--- src/rtl/fifo_pkg.sv ---
// fifo_pkg: definitions shared by the same-clock FIFO family.
//   fifo_depth()      - number of entries for a given pointer width
//   count_width()     - width of an occupancy counter able to hold 0..DEPTH
//   *_thresh_ok()     - legal-range checks for the almost-full/almost-empty
//                       thresholds, evaluated at elaboration time
package fifo_pkg;

    localparam int AFULL_THRESH_MIN  = 1;
    localparam int AEMPTY_THRESH_MIN = 0;

    function automatic int fifo_depth(input int pointer);
        return 1 << pointer;
    endfunction

    // One extra bit so that a completely full FIFO (count == DEPTH) is
    // distinguishable from an empty one.
    function automatic int count_width(input int pointer);
        return pointer + 1;
    endfunction

    function automatic bit afull_thresh_ok(input int thresh, input int pointer);
        return (thresh >= AFULL_THRESH_MIN) && (thresh <= fifo_depth(pointer));
    endfunction

    function automatic bit aempty_thresh_ok(input int thresh, input int pointer);
        return (thresh >= AEMPTY_THRESH_MIN) && (thresh <= fifo_depth(pointer) - 1);
    endfunction

endpackage

--- src/rtl/sync_fifo_ram.sv ---
// sync_fifo_ram: WIDTH x DEPTH storage for sync_fifo_fwft.
//   clk      - write clock
//   wr_en    - write strobe, captured on the rising edge of clk
//   wr_addr  - write address
//   wr_data  - write data
//   rd_addr  - read address
//   rd_data  - asynchronous read data (needed for first-word-fall-through)
// The array is deliberately not reset; the FIFO tracks validity itself.
module sync_fifo_ram
    import fifo_pkg::*;
#(
    parameter int WIDTH   = 8,
    parameter int POINTER = 4
) (
    input  logic               clk,
    input  logic               wr_en,
    input  logic [POINTER-1:0] wr_addr,
    input  logic [WIDTH-1:0]   wr_data,
    input  logic [POINTER-1:0] rd_addr,
    output logic [WIDTH-1:0]   rd_data
);

    localparam int DEPTH = fifo_depth(POINTER);

    logic [WIDTH-1:0] mem [0:DEPTH-1];

    always_ff @(posedge clk) begin
        if (wr_en) begin
            mem[wr_addr] <= wr_data;
        end
    end

    assign rd_data = mem[rd_addr];

endmodule

--- src/rtl/sync_fifo_fwft.sv ---
// sync_fifo_fwft: single-clock first-word-fall-through FIFO.
//   clk          - clock, all state updates on its rising edge
//   reset_n      - asynchronous active-low reset
//   clear        - synchronous flush (pointers, count, sticky flags)
//   wr_en/wr_data- write request and data
//   rd_en        - pop the head word
//   rd_data      - head word, 0 when empty
//   full/empty/almost_full/almost_empty - decoded from the registered count
//   count        - occupancy 0..DEPTH
//   overflow     - sticky, set by a write rejected because the FIFO was full
//   underflow    - sticky, set by a read rejected because the FIFO was empty
module sync_fifo_fwft
    import fifo_pkg::*;
#(
    parameter int WIDTH         = 8,
    parameter int POINTER       = 4,
    parameter int AFULL_THRESH  = 14,
    parameter int AEMPTY_THRESH = 2
) (
    input  logic               clk,
    input  logic               reset_n,
    input  logic               clear,
    input  logic               wr_en,
    input  logic [WIDTH-1:0]   wr_data,
    input  logic               rd_en,
    output logic [WIDTH-1:0]   rd_data,
    output logic               full,
    output logic               empty,
    output logic               almost_full,
    output logic               almost_empty,
    output logic [POINTER:0]   count,
    output logic               overflow,
    output logic               underflow
);

    localparam int DEPTH = fifo_depth(POINTER);
    localparam int CW    = count_width(POINTER);
    localparam logic [CW-1:0] DEPTH_C  = CW'(DEPTH);
    localparam logic [CW-1:0] AFULL_C  = CW'(AFULL_THRESH);
    localparam logic [CW-1:0] AEMPTY_C = CW'(AEMPTY_THRESH);

    generate
        if (!afull_thresh_ok(AFULL_THRESH, POINTER)) begin : g_afull_bad
            $error("sync_fifo_fwft: AFULL_THRESH out of range 1..DEPTH");
        end
        if (!aempty_thresh_ok(AEMPTY_THRESH, POINTER)) begin : g_aempty_bad
            $error("sync_fifo_fwft: AEMPTY_THRESH out of range 0..DEPTH-1");
        end
    endgenerate

    logic [POINTER-1:0] wr_ptr_reg, wr_ptr_next;
    logic [POINTER-1:0] rd_ptr_reg, rd_ptr_next;
    logic [CW-1:0]      count_reg, count_next;
    logic               overflow_reg, overflow_next;
    logic               underflow_reg, underflow_next;
    logic               wr_accept, rd_accept, ram_we;
    logic [WIDTH-1:0]   ram_rd_data;

    // Flags come from the registered count only, so no input reaches them
    // combinationally.
    assign full         = (count_reg == DEPTH_C);
    assign empty        = (count_reg == '0);
    assign almost_full  = (count_reg >= AFULL_C);
    assign almost_empty = (count_reg <= AEMPTY_C);
    assign count        = count_reg;
    assign overflow     = overflow_reg;
    assign underflow    = underflow_reg;

    // A full FIFO still accepts a write when the head is popped in the same
    // cycle; the array write lands on the slot being vacated, and the async
    // read still returns the old head before the edge. There is no bypass
    // for the empty case: the read is rejected.
    assign wr_accept = wr_en && (!full || rd_en);
    assign rd_accept = rd_en && !empty;
    assign ram_we    = wr_accept && !clear;

    always_comb begin
        wr_ptr_next    = wr_ptr_reg;
        rd_ptr_next    = rd_ptr_reg;
        count_next     = count_reg;
        overflow_next  = overflow_reg;
        underflow_next = underflow_reg;
        if (clear) begin
            wr_ptr_next    = '0;
            rd_ptr_next    = '0;
            count_next     = '0;
            overflow_next  = 1'b0;
            underflow_next = 1'b0;
        end else begin
            if (wr_accept) begin
                wr_ptr_next = wr_ptr_reg + POINTER'(1);
            end
            if (rd_accept) begin
                rd_ptr_next = rd_ptr_reg + POINTER'(1);
            end
            case ({wr_accept, rd_accept})
                2'b10:   count_next = count_reg + CW'(1);
                2'b01:   count_next = count_reg - CW'(1);
                default: count_next = count_reg;
            endcase
            if (wr_en && !wr_accept) begin
                overflow_next = 1'b1;
            end
            if (rd_en && !rd_accept) begin
                underflow_next = 1'b1;
            end
        end
    end

    always_ff @(posedge clk or negedge reset_n) begin
        if (!reset_n) begin
            wr_ptr_reg    <= '0;
            rd_ptr_reg    <= '0;
            count_reg     <= '0;
            overflow_reg  <= 1'b0;
            underflow_reg <= 1'b0;
        end else begin
            wr_ptr_reg    <= wr_ptr_next;
            rd_ptr_reg    <= rd_ptr_next;
            count_reg     <= count_next;
            overflow_reg  <= overflow_next;
            underflow_reg <= underflow_next;
        end
    end

    sync_fifo_ram #(
        .WIDTH   (WIDTH),
        .POINTER (POINTER)
    ) u_ram (
        .clk     (clk),
        .wr_en   (ram_we),
        .wr_addr (wr_ptr_reg),
        .wr_data (wr_data),
        .rd_addr (rd_ptr_reg),
        .rd_data (ram_rd_data)
    );

    // Stale array contents must never leak out while the FIFO is empty.
    assign rd_data = empty ? '0 : ram_rd_data;

endmodule
--- config.mk ---
export PLATFORM = sky130hd
export DESIGN_NAME = sync_fifo_fwft
export DESIGN_NICKNAME = d
export VERILOG_FILES = /design/src/rtl/fifo_pkg.sv /design/src/rtl/sync_fifo_ram.sv /design/src/rtl/sync_fifo_fwft.sv
export SDC_FILE = /design/constraint.sdc
export NUM_CORES = 1
export LEC_CHECK = 0
export BUFFER_PORTS_ARGS = -buffer_cell sky130_fd_sc_hd__buf_4
export CAP_MARGIN = 20
export CORE_MARGIN = 2
export CORE_UTILIZATION = 50
export DETAILED_ROUTE_END_ITERATION = 10
export PLACE_DENSITY = 0.68
export SLEW_MARGIN = 20
export SYNTH_ARGS = -nofsm -noshare
export SYNTH_HDL_FRONTEND = slang
export SYNTH_SLANG_ARGS = --single-unit
--- constraint.sdc ---
create_clock -name clk -period 5.5 [get_ports clk]
set_input_delay 1.1 -clock clk [delete_from_list [all_inputs] [get_ports clk]]
set_output_delay 1.1 -clock clk [all_outputs]
set_load 0.01 [all_outputs]
==> impl_metrics.toml <==
[clock_network]
cts.sinks = 143
post_cts_resize_count = 0
clk_pin_slew_ps = 60
clockBufferDepth = 2
root_buffer = "clkbuf_16"
h-tree-depth = 4
cts_tree = "done"
postCtsSetupRepairBufs = 0
clock_latency_ps = 420
cts_buffers = 17
cts_hold_buf = 0

[floorplan]
die-height_um = 113
ios = 32
initial_core_util = 0.516
rows = 39
coreArea_um2 = 11500
die_w_um = 113
die_area_um2 = 12700

[route]
drt_first_iter_violations = 192
ant_nets = 0
drcViolationCount = 0
drt-wirelength-per-cell_um = 22.1
wl_um = 11400
drt-pass1-iter-count = 5
via_count = 3021
avgViaCountPerCell = 5.88

[timing]
report.final.slew_viol_count = 0
slew_headroom = 0.336
rsz0062_at_grt = "no"
worst_pin_slew_ps = 992
finalClockSkew_ps = 7.32
fin_crit_ps = 3940
fin_crit_sh = 0.716
fmax_ghz = 0.254
setup-tns-final_ps = 0
hold_viol = 0
setup-violations-final = 0

[layout]
largest_reg_flops = 128
area_delta_synth_final_pct = 15.8
layout.nets = 378
layout-drive-gt1-share = 0.288
fillerInstances = 815
antenna_cells = 0

[placed_design]
place.gp.congestion = 0.760
place.detailed.hpwl_um = 6970
portBuffers = 31

[synth]
syn_avg_cell_area_um2 = 18.3
synthArstFlopShare = 0.105
synthTopCellsByCount = "128 x edfxtp_1, 32 x mux4_2, 32 x nor2_1"
ys_seq_area_frac = 0.713
synth_cell_types = 42
synth-main-ff-cell = "edfxtp_1"
synth_enable_flop_cells = 128
synth_area_leaders = "edfxtp_1 65%, mux4_2 12%, dfrtp_1 6.3%"
ys_ff_latch = 143
netlist_area_um2 = 5920
synth_top_cell_area_share = 0.650
synth_cells = 323
synth_warnings = 0
yosysTopAreaCell = "edfxtp_1"
synth_nets = 343
synth.most_common_cell = "edfxtp_1"

[global_routing]
antenna_found_initial = 0
grt_pass1_wl_um = 17700
first_global_vias = 3071
grt.overflow.total = 0
grt_max_degree = 36
grt_usage = 0.194

[setup_path]
cp.required_ps = 4400
startpoint_type = "flop"
critPathCaptureType = "primary output"
worstPathArrival_ps = 2840
path_max_fanout = 25
worstSetupPathType = "reg -> out"

[pwr]
power_mw = 3.27
leakagePower_nw = 2.26
powerDensity_nw_per_um2 = 477
vdd_ir_drop_max_mv = 0.232

[worst_hold_path]
min_path_type = "reg -> reg"

[run_status]
status = "complete, no violations"

[flow_run]
max-cap-violations = 0
## power breakdown
group          internal (mW)  switching [mW]  total [mW]  leakage (nW)
Combinational          0.413           0.384       0.797         0.631
Clock                  0.712           0.436        1.15         0.281
Sequential              1.22           0.101        1.32          1.35
Total                   2.35           0.921        3.27          2.26
## layout make-up
class / count / area, um2 / area share
clock buffer: 18 / 429 / 0.0626
multi-input combinational: 158 / 1590 / 0.232
tap: 143 / 179 / 0.0261
clock inverter: 14 / 165 / 0.0241
sequential: 143 / 4220 / 0.616
inverter: 5 / 21.3 / 0.00310
timing repair buffer: 33 / 248 / 0.0362
## routing by layer
| metal | track usage | part of all wire | up-vias |
|---|---|---|---|
| met5 | 0 | 0 | - |
| met1 | 0.273 | 0.45 | 1558 |
| met2 | 0.300 | 0.49 | 88 |
| li1 | - | - | 1364 |
| met4 | 0.0732 | 0.013 | 0 |
| met3 | 0.0461 | 0.051 | 11 |
## final timing paths
path                       slack (ps)     startpoint  depth (start not counted)       endpoint
max in group asynchronous        4760        reset_n                          1  rd_ptr_reg[0]
hold reg to reg                   500       overflow                          2       overflow
hold / removal                    500       overflow                          2       overflow
min in group asynchronous         530        reset_n                          1  wr_ptr_reg[0]
setup / recovery                 1560  rd_ptr_reg[0]                          5     rd_data[7]
setup reg to reg                 2850       count[2]                          7       count[4]
## cells in the final DEF, fill, tap and decap left out, drive strengths merged, types with 4 or more instances in the layout
| cell | synthesis | final |
|---|---|---|
| edfxtp | 128 | 128 |
| buf | 7 | 33 |
| nor2 | 32 | 32 |
| mux4 | 32 | 32 |
| mux2i | 20 | 20 |
| clkbuf | 10 | 18 |
| dfrtp | 15 | 15 |
| o22ai | 8 | 8 |
| inv | 5 | 8 |
| nand2 | 7 | 7 |
| ha | 7 | 7 |
| nor2b | 5 | 5 |
| a21oi | 5 | 5 |
| o21ai | 5 | 5 |
| clkinvlp | 0 | 4 |
| clkinv | 0 | 4 |
## stage by stage
step	utilization	worst slack, ps	instance area, um2	instances	hold slack [ps]
5_1_grt	0.598	1370	6850	514	534
6_report	0.598	1560	6850	514	499
2_1_floorplan	-	2440	5920	323	520
4_1_cts	0.597	1500	6850	514	509
3_5_place_dp	0.546	1960	6260	482	498
3_3_place_gp	0.546	1950	6260	482	480
## critical path, stage by stage (launching register included)
cell and delay (ps):
dfrtp_2 890, buf_4 380, mux4_2 520, mux2i_1 270, o22ai_1 130, buf_4 190
## cell families after synthesis
group / after synthesis / synth area share
AND/OR/NAND/NOR: 60 / 0.0465
adder cells (fa/ha/maj): 7 / 0.0148
flip-flops: 143 / 0.713
multiplexers: 55 / 0.161
AO/OA/AOI/OAI: 30 / 0.0370
buffers and inverters: 22 / 0.0182
XOR/XNOR: 6 / 0.00888
(Power assumes the default switching activity.)
